## src/rtl/tag_rsdp_seq.sv

```systemverilog
// Row sequencer around a mod-127 inner-product unit: 3 cycles per row minimum, row accepted only in LOAD,
// element held on u_* until consumer ready. Optional job checksum with `TAG_RSDP_SEQ_SUM_EN.
package tag_rsdp_pkg;
  // 7-bit one's-complement add with end-around carry; 0x00 and 0x7F both mean zero.
  function automatic logic [6:0] oc_add7(input logic [6:0] a, input logic [6:0] b);
    logic [7:0] s;
    s = {1'b0, a} + {1'b0, b};
    return s[7] ? s[6:0] + 7'd1 : s[6:0];
  endfunction
endpackage

module tag_rsdp_unroll (
  input  logic         i_clk,
  input  logic         i_ldy,
  input  logic         i_ldb,
  input  logic         i_innerprod,
  input  logic [135:0] i_y,
  input  logic [237:0] i_b,
  output logic [6:0]   o_u
);
  logic [135:0] r_y;
  logic [237:0] r_b;
  logic [6:0]   r_u;
  logic [6:0]   w_acc;
  logic [3:0]   w_nib;
  logic [13:0]  w_dbl;
  logic [6:0]   w_term;

  // Rotate-left by r is multiply by 2^r mod 127; inversion is negation.
  always_comb begin
    w_acc  = '0;
    w_nib  = '0;
    w_dbl  = '0;
    w_term = '0;
    for (int i = 0; i < 34; i++) begin
      w_nib  = r_y[4*i +: 4];
      w_dbl  = {r_b[7*i +: 7], r_b[7*i +: 7]};
      w_term = 7'(w_dbl >> (3'd7 - w_nib[2:0])) ^ {7{w_nib[3]}};
      w_acc  = tag_rsdp_pkg::oc_add7(w_acc, w_term);
    end
  end

  always_ff @(posedge i_clk) begin
    if (i_ldy)       r_y <= i_y;
    if (i_ldb)       r_b <= i_b;
    if (i_innerprod) r_u <= w_acc;
  end

  assign o_u = r_u;
endmodule

module tag_rsdp_seq #(
  parameter int NROWS = 64,
  parameter int IDX_W = 8
) (
  input  logic             i_clk,
  input  logic             i_rst_n,
  input  logic             i_start,
  input  logic             i_abort,
  input  logic [135:0]     i_y_in,
  input  logic             i_b_valid,
  output logic             o_b_ready,
  input  logic [237:0]     i_b_data,
  output logic             o_u_valid,
  input  logic             i_u_ready,
  output logic [6:0]       o_u_data,
  output logic [IDX_W-1:0] o_u_idx,
  output logic             o_busy,
  output logic             o_done
`ifdef TAG_RSDP_SEQ_SUM_EN
  ,
  output logic [6:0]       o_sum_out
`endif
);
  localparam logic [2:0] S_IDLE = 3'd0;
  localparam logic [2:0] S_LOAD = 3'd1;
  localparam logic [2:0] S_PROD = 3'd2;
  localparam logic [2:0] S_OUT  = 3'd3;
  localparam logic [2:0] S_FIN  = 3'd4;
  localparam logic [IDX_W-1:0] LAST_IDX = IDX_W'(NROWS - 1);

  logic [2:0]       r_state;
  logic [2:0]       w_state_nxt;
  logic [IDX_W-1:0] r_idx;
  logic             w_ldy;
  logic             w_ldb;
  logic             w_innerprod;
  logic             w_u_hs;
  logic             w_abort;

  assign o_b_ready   = (r_state == S_LOAD) & ~i_abort;
  assign o_u_valid   = (r_state == S_OUT);
  assign o_busy      = (r_state != S_IDLE);
  assign o_done      = (r_state == S_FIN);
  assign o_u_idx     = r_idx;
  assign w_ldy       = (r_state == S_IDLE) & i_start;
  assign w_ldb       = o_b_ready & i_b_valid;
  assign w_innerprod = (r_state == S_PROD);
  assign w_u_hs      = o_u_valid & i_u_ready;
  assign w_abort     = i_abort & o_busy;

  always_comb begin
    w_state_nxt = r_state;
    case (r_state)
      S_IDLE:  if (i_start) w_state_nxt = S_LOAD;
      S_LOAD:  if (w_ldb) w_state_nxt = S_PROD;
      S_PROD:  w_state_nxt = S_OUT;
      S_OUT:   if (i_u_ready) w_state_nxt = (r_idx == LAST_IDX) ? S_FIN : S_LOAD;
      S_FIN:   w_state_nxt = S_IDLE;
      default: w_state_nxt = S_IDLE;
    endcase
    if (w_abort) w_state_nxt = S_IDLE;
  end

  always_ff @(posedge i_clk) begin
    if (!i_rst_n) begin
      r_state <= S_IDLE;
      r_idx   <= '0;
    end else begin
      r_state <= w_state_nxt;
      if (w_ldy || w_abort)
        r_idx <= '0;
      else if (w_u_hs && r_idx != LAST_IDX)
        r_idx <= r_idx + IDX_W'(1);
    end
  end

  tag_rsdp_unroll u_unit (
    .i_clk       (i_clk),
    .i_ldy       (w_ldy),
    .i_ldb       (w_ldb),
    .i_innerprod (w_innerprod),
    .i_y         (i_y_in),
    .i_b         (i_b_data),
    .o_u         (o_u_data)
  );

`ifdef TAG_RSDP_SEQ_SUM_EN
  logic [6:0] r_sum;

  // A delivered element that coincides with abort is still dropped from the sum.
  always_ff @(posedge i_clk) begin
    if (!i_rst_n || w_ldy || w_abort)
      r_sum <= '0;
    else if (w_u_hs)
      r_sum <= tag_rsdp_pkg::oc_add7(r_sum, o_u_data);
  end

  assign o_sum_out = r_sum;
`else
  // Without the checksum the sequencer carries no accumulator state.
`endif
endmodule

```

## config.mk

```make
export PLATFORM = sky130hd
export DESIGN_NAME = tag_rsdp_seq
export DESIGN_NICKNAME = d
export VERILOG_FILES = /design/src/rtl/tag_rsdp_seq.sv
export SDC_FILE = /design/constraint.sdc
export NUM_CORES = 1
export LEC_CHECK = 0
export ABC_AREA = 0
export ABC_CLOCK_PERIOD_IN_PS = 107900
export CAP_MARGIN = 40
export CORE_MARGIN = 1
export CORE_UTILIZATION = 26
export CTS_BUF_LIST = sky130_fd_sc_hd__clkbuf_4 sky130_fd_sc_hd__clkbuf_8
export CTS_CLUSTER_SIZE = 25
export DETAILED_ROUTE_END_ITERATION = 12
export SYNTH_ARGS = -nofsm -noshare
export SYNTH_HDL_FRONTEND = slang
export SYNTH_SLANG_ARGS = --single-unit
```

## constraint.sdc

```tcl
create_clock -name i_clk -period 107.9 [get_ports i_clk]
set_input_delay 10.79 -clock i_clk [delete_from_list [all_inputs] [get_ports i_clk]]
set_output_delay 10.79 -clock i_clk [all_outputs]
set_load 0.02 [all_outputs]
```

==> summary.log, run 1 <==
INFO  yosys          netlist-cell-type-count=68
INFO  sta            hold_viol=0
INFO  critical_path  worst-r2r-setup-slack=57.79ns
INFO  placed_design  port_buffers=398
INFO  yosys          postSynthCellCount=3,101
INFO  yosys          synthDominantCellAreaShare=0.3184
INFO  yosys          synth_edf_count=381
INFO  cts            worst_setup_hold_path_clk_slew=0.06ns
INFO  die            floorplan.die.height=373.7um
INFO  critical_path  crit-reg2reg-capture=u_unit.o_u[1]$_DFFE_PP_
INFO  critical_path  crit_path_top_delay_cell=a31oi_1
INFO  yosys          yosysWarningCount=0
INFO  yosys          yosys-top-cells-area=edfxtp_1 32%, mux4_2 15%, xnor2_1 11%, ha_1 9.2%, mux2i_1 7.3%
INFO  yosys          post_synth_instance_area=35,930um^2
INFO  critical_path  critPathKind=flip-flop to flip-flop
INFO  critical_path  reg2regPathDepth=218
INFO  global_route   first_pass_grt_wire_length=138,300um
INFO  global_route   grtUsageTotal=0.1249
INFO  min_path       hold_path.class=flip-flop to flip-flop
INFO  die            core.rowCount=136
INFO  die            io_pins=399
INFO  critical_path  crit_path_start_kind=flip-flop
INFO  cells_and_area area_of_the_multi_input_gates=23,090um^2
INFO  cts            root_buffer=clkbuf_8
INFO  placed_design  dpl_worst_slack=57.75ns
INFO  yosys          asyncSetResetFlopFracSynth=0
INFO  global_route   number_of_global_route_vias_before_repair=25,520
INFO  placed_design  finalWeightedCongestion=0.8396
INFO  sta            post-route-min-period=50.11ns
INFO  die            core_area=137,300um^2
INFO  cts            clock_latency=0.76ns
INFO  min_path       whs_endpoint=o_u_idx[4]$_SDFFE_PP0P_
INFO  critical_path  critical_path_required=108.41ns
INFO  sta            finalSetupViolCount=0
INFO  yosys          postSynthRegisterBits=392
INFO  yosys          post_synth.cell_area_avg=11.59um^2
INFO  global_route   globalRouteOverflowTotal=0
INFO  cts            numClockSinks=392
INFO  detailed_routing drt_first_pass_iters=6
INFO  placed_design  dp_hpwl=71,200um
INFO  cts            tritoncts.num_buffers=75
INFO  sta            tightest_slew=0.8616ns
INFO  critical_path  cp.arrival=50.62ns
INFO  cts            cts.htree.levels=3
INFO  cts            post_cts_resized=0
INFO  critical_path  rr_startpoint=u_unit.r_y[0]$_DFFE_PP_
INFO  cells_and_area final.fill_count=13,650
INFO  global_route   grt_start_max_net_pins=62
INFO  min_path       hold_start=o_u_idx[4]$_SDFFE_PP0P_
INFO  cells_and_area layout.nets=4,116
INFO  min_path       worst_hold_path.num_cells=2
INFO  cts            cts_max_path_buffers=3
INFO  critical_path  slowest_delay=0.66ns
INFO  yosys          synth_seq_area_share=0.3246
INFO  die            die_width=373.7um
INFO  outcome        result_of_the_run=completed
INFO  critical_path  critical_path.most_common_cell=ha_1
INFO  run            max_cap_violations=0
INFO  sta            timing_max_transition_violations_final=0
INFO  detailed_routing drcViolationCount=0
INFO  sta            postLayoutSetupSlackWorst=57.79ns
INFO  detailed_routing post_drt_via_cell_ratio=4.768
INFO  die            effective_utilization_at_floorplan=0.2616
INFO  sta            timing.final.crit_share=0.4644
INFO  cells_and_area area_delta_synth_final=20.59%
INFO  sta            rsz0062_at_grt=false
INFO  detailed_routing ant_nets=0
INFO  detailed_routing routedWlPerCell=16.74um
INFO  critical_path  critPathMaxFanout=9
INFO  detailed_routing initialDrtViolationCount=1,330
INFO  yosys          synth_nets=3,779
INFO  detailed_routing route.final.wire_length=88,780um
INFO  cells_and_area drive_above_1_share=0.1215
INFO  global_route   number_of_antenna_violations_at_the_first_check_in_global_routing=30
INFO  sta            final.setup.tns=0ns
INFO  detailed_routing via_count=25,280
INFO  sta            maxClockFrequency=19.95MHz
INFO  cells_and_area seq_area=11,660um^2
INFO  sta            slew-limit-headroom=0.4256
INFO  yosys          ys.flop_type=edfxtp_1
INFO  die            design.die.area=139,700um^2
INFO  cts            cts_setup_buffers=0
INFO  yosys          synth_top_cell_by_area=edfxtp_1
INFO  sta            skew=0.05463ns
INFO  cts            tritoncts_clock_tree=built
INFO  critical_path  end_kind=flip-flop
INFO  cts            cts_hold_buf=0
[flip-flops by register name (all words and copies together) (netlist names)]
name,count
u_unit.r_b,238
o_u_idx,8
u_unit.r_y,136
u_unit.o_u,7
r_state,3
[cell type report]
class / count / area share
multi-input combinational: 2405 / 0.5330
sequential: 392 / 0.2692
timing repair buffer: 407 / 0.09444
tap: 1794 / 0.05181
clock buffer: 92 / 0.02692
inverter: 157 / 0.01360
clock inverter: 46 / 0.01060
antenna: 9 / 0.0005198
[worst max-delay path by stage]
stage / startpoint / to / cells after the start
floorplan: u_unit.r_y[4]$_DFFE_PP_ / u_unit.o_u[1]$_DFFE_PP_ / 225
global placement: u_unit.r_y[4]$_DFFE_PP_ / u_unit.o_u[1]$_DFFE_PP_ / 218
detailed placement: u_unit.r_y[0]$_DFFE_PP_ / u_unit.o_u[1]$_DFFE_PP_ / 218
CTS: u_unit.r_y[0]$_DFFE_PP_ / u_unit.o_u[1]$_DFFE_PP_ / 216
global route: u_unit.r_y[0]$_DFFE_PP_ / u_unit.o_u[1]$_DFFE_PP_ / 219
finish: u_unit.r_y[0]$_DFFE_PP_ / u_unit.o_u[1]$_DFFE_PP_ / 218
[per-layer routing]
layer,track usage,routed length (um),part of all wire
met2,0.2098,42320,0.48
met3,0.03507,5421,0.061
met5,0,251,0.0028
met1,0.1537,38750,0.44
met4,0.03983,2044,0.023
[worst max-delay path, delay by kind of cell, from the launching register on]
family	cells	cell delay [ns]
AOI/OAI and AO/OA	81	21.63
xor gates and xnor gates	30	5.49
adders and majority gates	41	12.65
buffers and inverters	8	0.42
DFF	1	0.57
muxes	7	2.01
and+or+nand+nor	51	6.98
[through the flow]
| step | instance area, um^2 | cells | hold slack [ns] | utilization |
|---|---|---|---|---|
| floorplan | 35930 | 3101 | 0.4938 | - |
| CTS | 43300 | 5293 | 0.5353 | 0.3153 |
| detailed placement | 41680 | 5155 | 0.5260 | 0.3035 |
| global placement | 41620 | 5153 | 0.5026 | 0.3031 |
| finish | 43320 | 5302 | 0.5406 | 0.3155 |
| global route | 43310 | 5298 | 0.5741 | 0.3154 |
[cells by family after synthesis]
logic type,Yosys count,synth area share
and+or+nand+nor,616,0.08926
xor gates and xnor gates,564,0.1375
muxes,502,0.2228
AOI/OAI and AO/OA,425,0.08222
DFF,392,0.3246
buffers and inverters,304,0.03298
adders and majority gates,298,0.1107
[cells in the mapped netlist (all sizes together), types with 16 or more instances]
master,n
nor3,47
nand4,50
inv,157
nor3b,16
mux2i,262
o21a,49
and3,44
nand2,135
xor2,100
a31oi,17
xnor2,464
buf,105
o21ai,88
edfxtp,381
a2111oi,24
or3,36
nor2b,46
a21o,60
mux4,238
clkbuf,42
ha,265
nor2,95
and2,18
nand2b,22
a21oi,128
fa,33
nand3,79
[layout by cell type, fill, tap and decap left out, types with 95 or more instances in the layout]
cell             instances
mux2i_1                262
nand2_1                135
mux4_2                 238
inv_1                  157
edfxtp_1               381
ha_1                   265
clkdlybuf4s50_1        398
xnor2_1                464
nor2_1                  95
a21oi_1                127
xor2_1                 100
Power of run 1 is not shown: default switching activity piles up to over one toggle a cycle in this logic, so the estimate is an artifact.
==> inputs of run 2 (changes only) <==
--- a/config.mk
+++ b/config.mk
@@ -6,7 +6,7 @@
 export NUM_CORES = 1
 export LEC_CHECK = 0
 export ABC_AREA = 0
-export ABC_CLOCK_PERIOD_IN_PS = 107900
+export ABC_CLOCK_PERIOD_IN_PS = 47800
 export CAP_MARGIN = 40
 export CORE_MARGIN = 1
 export CORE_UTILIZATION = 26
==> constraint.sdc (replaced) <==
create_clock -name i_clk -period 47.8 [get_ports i_clk]
set_input_delay 4.78 -clock i_clk [delete_from_list [all_inputs] [get_ports i_clk]]
set_output_delay 4.78 -clock i_clk [all_outputs]
set_load 0.02 [all_outputs]
==> summary.log, run 2 (synthesis gave the netlist of run 1 again) <==
INFO  outcome        result_of_the_run=completed
INFO  cts            tritoncts_clock_tree=built
INFO  cells_and_area layout.nets=4,261 [+3.5%]
INFO  cells_and_area max_flop_register=u_unit.r_b
INFO  die            core_area=137,300um^2 [unchanged]
INFO  critical_path  worstPathBufferInverterCount=28 [+20]
INFO  die            effective_utilization_at_floorplan=0.2616 [unchanged]
INFO  min_path       hold_path.class=flip-flop to flip-flop
INFO  cells_and_area largest_register_ff_count=238 [unchanged]
INFO  placed_design  post-place-cells=5,174 [+0.37%]
INFO  global_route   grt_start_max_net_pins=65 [+4.8%]
INFO  critical_path  worst_path_dominant_cell_family=adder cells
INFO  sta            maxClockFrequency=21.85MHz [+9.5%]
INFO  global_route   grtUsageTotal=0.1248 [about the same]
INFO  cells_and_area final_cell_mix=418 x xnor2_1, 398 x clkdlybuf4s50_1, 381 x edfxtp_1
INFO  critical_path  crit_path_top_delay_cell=or4_1
INFO  sta            fin_hold_ws=0.5205ns [-0.02013 ns]
INFO  critical_path  critical_path.most_common_cell=ha_1
INFO  global_route   first_pass_grt_wire_length=138,200um [about the same]
INFO  global_route   number_of_antenna_violations_at_the_first_check_in_global_routing=22 [-27%]
INFO  critical_path  worstSetupPathDepth=220 [+0.92%]
INFO  sta            timing.final.crit_share=0.9573 [+0.4929]
INFO  critical_path  worst-r2r-setup-slack=2.04ns [-55.75 ns]
INFO  placed_design  port_buffers=398 [unchanged]
INFO  detailed_routing initialDrtViolationCount=1,326 [-0.30%]
INFO  critical_path  cp.arrival=46.25ns [-4.37 ns]
INFO  detailed_routing drcViolationCount=0 [unchanged]
INFO  detailed_routing via_count=26,090 [+3.2%]
INFO  critical_path  crit_path_start_kind=flip-flop
INFO  critical_path  slowest_delay=0.57ns [-0.09 ns]
INFO  cts            numClockSinks=392 [unchanged]
INFO  cts            cts.htree.levels=3 [unchanged]
INFO  cells_and_area layout_commonest_cell=xnor2_1
INFO  placed_design  placement.cell_area=41,840um^2 [+0.39%]
INFO  sta            timing_max_transition_violations_final=0 [unchanged]
INFO  detailed_routing drt_first_pass_iters=5 [-1]
INFO  cells_and_area fin_cells=5,449 [+2.8%]
INFO  cells_and_area finalInstanceArea=46,080um^2 [+6.4%]
INFO  sta            finalSetupViolCount=0 [unchanged]
INFO  die            io_pins=399 [unchanged]
INFO  die            floorplan.die.height=373.7um [unchanged]
INFO  min_path       worst_hold_path.num_cells=2 [unchanged]
INFO  sta            post-route-min-period=45.76ns [-4.353 ns]
INFO  cts            cts_hold_buf=0 [unchanged]
INFO  detailed_routing post_drt_via_cell_ratio=4.789 [+0.44%]
INFO  cts            clock_latency=0.77ns [about the same]
INFO  cts            cts_max_path_buffers=3 [unchanged]
INFO  critical_path  critPathKind=flip-flop to flip-flop
INFO  critical_path  critical_path_required=48.29ns [-60.12 ns]
INFO  cts            root_buffer=clkbuf_8
INFO  cells_and_area area_delta_synth_final=28.27%
INFO  sta            slew-limit-headroom=0.3958 [-0.02974]
INFO  die            design.die.area=139,700um^2 [unchanged]
INFO  sta            tightest_slew=0.9062ns [+0.04460 ns]
INFO  die            core.rowCount=136 [unchanged]
INFO  critical_path  reg2regPathDepth=220 [+0.92%]
INFO  detailed_routing ant_nets=0 [unchanged]
INFO  cells_and_area final.fill_count=13,480 [-1.2%]
INFO  sta            hold_viol=0 [unchanged]
INFO  global_route   number_of_global_route_vias_before_repair=25,500 [-0.11%]
INFO  die            die_width=373.7um [unchanged]
INFO  cts            tritoncts.num_buffers=77 [+2.7%]
INFO  critical_path  critPathMaxFanout=8 [-1]
INFO  sta            skew=0.03990ns [-0.01473 ns]
INFO  detailed_routing route.final.wire_length=92,610um [+4.3%]
INFO  detailed_routing routedWlPerCell=17.00um [+1.5%]
INFO  placed_design  dp_hpwl=70,910um [-0.41%]
INFO  critical_path  end_kind=flip-flop
INFO  cts            worst_setup_hold_path_clk_slew=0.06ns [about the same]
INFO  run            max_cap_violations=0 [unchanged]
INFO  placed_design  finalWeightedCongestion=0.8421 [+0.30%]
INFO  global_route   globalRouteOverflowTotal=0 [unchanged]
INFO  cells_and_area drive_above_1_share=0.2366 [+0.1152]
INFO  sta            final.setup.tns=0ns [unchanged]
[run 2: cell count changes in the layout (fill, tap and decap cells not counted), moves of 12 or more]
cell,change
a21oi_1,-45
ha_1,-56
o21ai_0,-23
fa_1,-26
xor2_1,-12
ha_2,+47
buf_4,+131
xnor2_1,-46
fa_2,+26
o21ai_2,+16
xor2_2,+12
xnor2_2,+45
a21oi_2,+41
[run 2: area by class of cell]
cell class                 count  area [um^2]  area share
clock inverter                46        437.9    0.009503
tap                         1794         2245     0.04871
antenna                        8        20.02   0.0004344
clock buffer                  97         1247     0.02707
sequential                   392        11660      0.2530
multi-input combinational   2409        24710      0.5361
inverter                     157        589.3     0.01279
timing repair buffer         546         5177      0.1123
[run 2: tightest hold or removal path, delay by kind of cell, from the launching register on]
kind | cells | cell delay [ns]
AO/OA/AOI/OAI | 2 | 0.14
flip-flops | 1 | 0.34
[run 2: repair_timing]
item | 4_1_cts | 5_1_grt
endpoints found under the setup margin | 7 | 7
buffers inserted | 5 | 111
pin swaps | 2 | 228
resized for setup | 19 | 334
cloned | 0 | 8
[run 2: per-layer routing]
| metal | global-route usage | vias up | wire [um] |
|---|---|---|---|
| met5 | 0 | - | 181 |
| met4 | 0.03548 | 26 | 2125 |
| met1 | 0.1560 | 12660 | 40220 |
| met3 | 0.03392 | 150 | 5194 |
| met2 | 0.2095 | 600 | 44890 |
| li1 | - | 12650 | - |
[run 2: final timing paths]
check | start | to
max | u_unit.r_y[4]$_DFFE_PP_ | u_unit.o_u[1]$_DFFE_PP_
min | o_u_idx[4]$_SDFFE_PP0P_ | o_u_idx[4]$_SDFFE_PP0P_
max reg2reg | u_unit.r_y[4]$_DFFE_PP_ | u_unit.o_u[1]$_DFFE_PP_
min reg2reg | o_u_idx[4]$_SDFFE_PP0P_ | o_u_idx[4]$_SDFFE_PP0P_
[run 2: metrics by stage]
| step | setup slack, ns | utilization |
|---|---|---|
| after floorplan | 2.877 | - |
| after global placement | -0.3692 | 0.3041 |
| after detailed placement | -1.073 | 0.3047 |
| after CTS | 0.01927 | 0.3180 |
| after global routing | -0.7366 | 0.3355 |
| final | 2.039 | 0.3356 |
Power of run 2 is left out for the same reason.
==> inputs of run 3 (changes only) <==
--- a/config.mk
+++ b/config.mk
@@ -8,11 +8,13 @@
 export ABC_AREA = 0
 export ABC_CLOCK_PERIOD_IN_PS = 47800
 export CAP_MARGIN = 40
+export CORE_ASPECT_RATIO = 1.25
 export CORE_MARGIN = 1
 export CORE_UTILIZATION = 26
 export CTS_BUF_LIST = sky130_fd_sc_hd__clkbuf_4 sky130_fd_sc_hd__clkbuf_8
 export CTS_CLUSTER_SIZE = 25
 export DETAILED_ROUTE_END_ITERATION = 12
+export SLEW_MARGIN = 20
 export SYNTH_ARGS = -nofsm -noshare
 export SYNTH_HDL_FRONTEND = slang
 export SYNTH_SLANG_ARGS = --single-unit
==> summary.log, run 3 (synthesis gave the netlist of run 1 again) <==
INFO  critical_path  worst-r2r-setup-slack=2.27ns [+0.23 ns]
INFO  detailed_routing drcViolationCount=2 [+2]
INFO  die            core.rowCount=152 [+12%]
INFO  detailed_routing drt_first_pass_iters=9 [+4]
INFO  critical_path  critPathMaxFanout=9 [+1]
INFO  placed_design  port_buffers=398 [unchanged]
INFO  cts            tritoncts.num_buffers=77 [unchanged]
INFO  critical_path  critical_path.most_common_cell=ha_1
INFO  cts            root_buffer=clkbuf_8
INFO  detailed_routing route.final.wire_length=93,690um [+1.2%]
INFO  cells_and_area layout_commonest_cell=xnor2_1
INFO  cells_and_area finalInstanceArea=45,690um^2 [-0.86%]
INFO  min_path       worst_hold_path.num_cells=2 [unchanged]
INFO  sta            tightest_slew=1.107ns [+0.2004 ns]
INFO  critical_path  rr_startpoint=u_unit.r_y[4]$_DFFE_PP_
INFO  placed_design  finalWeightedCongestion=0.8543 [+1.4%]
INFO  outcome        failed_checks=design-rule violations
INFO  outcome        result_of_the_run=complete, but fails checks
INFO  critical_path  crit_path_start_kind=flip-flop
INFO  cts            clock_latency=0.77ns [about the same]
INFO  cells_and_area drive_above_1_share=0.2151 [-0.02152]
INFO  critical_path  worst_path_dominant_cell_family=compound AO/OA/AOI/OAI gates
INFO  sta            finalSetupViolCount=0 [unchanged]
INFO  detailed_routing initialDrtViolationCount=1,057 [-20%]
INFO  die            core_area=137,100um^2 [-0.15%]
INFO  run            max_cap_violations=0 [unchanged]
INFO  critical_path  worstPathBufferInverterCount=27 [-3.6%]
INFO  die            io_pins=399 [unchanged]
INFO  critical_path  cp.arrival=46.03ns [-0.22 ns]
INFO  critical_path  critical_path_required=48.30ns [about the same]
INFO  sta            slew-limit-headroom=0.2623 [-0.1336]
INFO  die            floorplan.die.height=417.6um [+12%]
INFO  placed_design  dp_hpwl=73,020um [+3.0%]
INFO  critical_path  crit_path_top_delay_cell=or4_1
INFO  placed_design  placement.cell_area=41,980um^2 [+0.34%]
INFO  cells_and_area largest_register_ff_count=238 [unchanged]
INFO  sta            hold_viol=0 [unchanged]
INFO  detailed_routing post_drt_via_cell_ratio=4.737 [-1.1%]
INFO  global_route   grtUsageMet3=0.03439 [+0.0004692]
INFO  sta            timing.final.crit_share=0.9525 [-0.004873]
INFO  sta            fin_hold_ws=0.5325ns [+0.01206 ns]
INFO  global_route   globalRouteOverflowTotal=0 [unchanged]
INFO  cts            cts_hold_buf=0 [unchanged]
INFO  cells_and_area layout.nets=4,241 [-0.47%]
INFO  die            design.die.area=139,700um^2 [about the same]
INFO  cts            numClockSinks=392 [unchanged]
INFO  cts            cts.htree.levels=3 [unchanged]
INFO  global_route   grt_most_used_layer=met2
INFO  cells_and_area max_flop_register=u_unit.r_b
INFO  critical_path  reg2regPathDepth=229 [+4.1%]
INFO  global_route   number_of_antenna_violations_at_the_first_check_in_global_routing=25 [+14%]
INFO  min_path       hold_path.class=flip-flop to flip-flop
INFO  cts            cts_max_path_buffers=3 [unchanged]
INFO  cts            worst_setup_hold_path_clk_slew=0.06ns [about the same]
INFO  sta            timing_max_transition_violations_final=0 [unchanged]
INFO  detailed_routing routedWlPerCell=17.09um [+0.54%]
INFO  min_path       whs_endpoint=o_u_idx[4]$_SDFFE_PP0P_
INFO  sta            skew=0.04698ns [+0.007082 ns]
INFO  global_route   globalRouteMet2Util=0.2258 [+0.01635]
INFO  detailed_routing ant_nets=0 [unchanged]
INFO  global_route   first_pass_grt_wire_length=140,500um [+1.6%]
INFO  critical_path  critPathKind=flip-flop to flip-flop
INFO  critical_path  slowest_delay=0.52ns [-0.05 ns]
INFO  critical_path  crit-reg2reg-capture=u_unit.o_u[6]$_DFFE_PP_
INFO  global_route   grt_start_max_net_pins=150 [+130%]
INFO  detailed_routing via_count=25,980 [-0.45%]
INFO  cells_and_area final_cell_mix=433 x xnor2_1, 398 x clkdlybuf4s50_1, 381 x edfxtp_1
INFO  global_route   number_of_global_route_vias_before_repair=26,010 [+2.0%]
INFO  cells_and_area area_delta_synth_final=27.17%
INFO  critical_path  end_kind=flip-flop
INFO  sta            maxClockFrequency=21.96MHz [+0.51%]
INFO  die            effective_utilization_at_floorplan=0.2620 [+0.0003820]
INFO  sta            post-route-min-period=45.53ns [-0.2329 ns]
INFO  die            die_width=334.5um [-10%]
INFO  cells_and_area postLayoutCoreUtil=0.3332 [-0.002384]
INFO  global_route   grtUsageTotal=0.1292 [+0.004375]
INFO  global_route   groute.layer.met1.usage=0.1491 [-0.006826]
INFO  min_path       hold_start=o_u_idx[4]$_SDFFE_PP0P_
INFO  cts            tritoncts_clock_tree=built
==> run 3: cell types whose count changed in the layout (fill, tap and decap cells not counted), sizes merged, moves of 2 or more <==
cell / previous run / this run
clkinvlp: 7 / 15
buf: 146 / 130
clkinv: 31 / 22
bufinv: 5 / 7
clkbuf: 97 / 94
==> run 3: timing repair <==
action | in CTS | in global routing
pin swaps | 0 | 178
gates cloned | 0 | 4
buffers inserted | 5 | 82
gates resized for setup | 13 | 274
endpoints found under the setup margin | 7 | 7
==> run 3: how the worst max path moves through the flow <==
stage,startpoint,to,cells after the start
6_report,u_unit.r_y[4]$_DFFE_PP_,u_unit.o_u[6]$_DFFE_PP_,229
4_1_cts,u_unit.r_y[4]$_DFFE_PP_,u_unit.o_u[6]$_DFFE_PP_,227
3_3_place_gp,u_unit.r_y[4]$_DFFE_PP_,u_unit.o_u[6]$_DFFE_PP_,227
3_5_place_dp,u_unit.r_y[4]$_DFFE_PP_,u_unit.o_u[6]$_DFFE_PP_,228
5_1_grt,u_unit.r_y[4]$_DFFE_PP_,u_unit.o_u[6]$_DFFE_PP_,230
2_1_floorplan,u_unit.r_y[4]$_DFFE_PP_,u_unit.o_u[1]$_DFFE_PP_,225
==> run 3: final cells by class <==
cell class | instances | area (um^2)
clock buffers | 94 | 1200
fillers | 13680 | 91430
inverters | 157 | 589.3
diodes | 9 | 22.52
well taps | 1848 | 2312
repair buffers | 529 | 5015
multi-input cells | 2406 | 24430
clock inverters | 48 | 462.9
flip-flops and latches | 392 | 11660
==> run 3: worst min-delay path, cell delays in order (launching register included) <==
cell and delay [ns]:
dfxtp_1 0.34, o21ai_0 0.09, a21oi_1 0.06
==> run 3: through the flow <==
step,std cells,worst slack (ns),setup TNS (ns)
after floorplan,3101,2.877,0
after CTS,5388,0.01695,0
final,5483,2.272,0
after global placement,5239,-0.3032,-1.168
after detailed placement,5241,-0.9702,-5.473
after global routing,5479,-0.5123,-2.716
==> run 3: per-layer routing <==
| layer | wire length, um | vias to the layer above |
|---|---|---|
| li1 | - | 12630 |
| met2 | 46740 | 627 |
| met4 | 2730 | 30 |
| met1 | 37860 | 12530 |
| met3 | 6167 | 160 |
| met5 | 189 | - |
Power of run 3 is left out for the same reason.
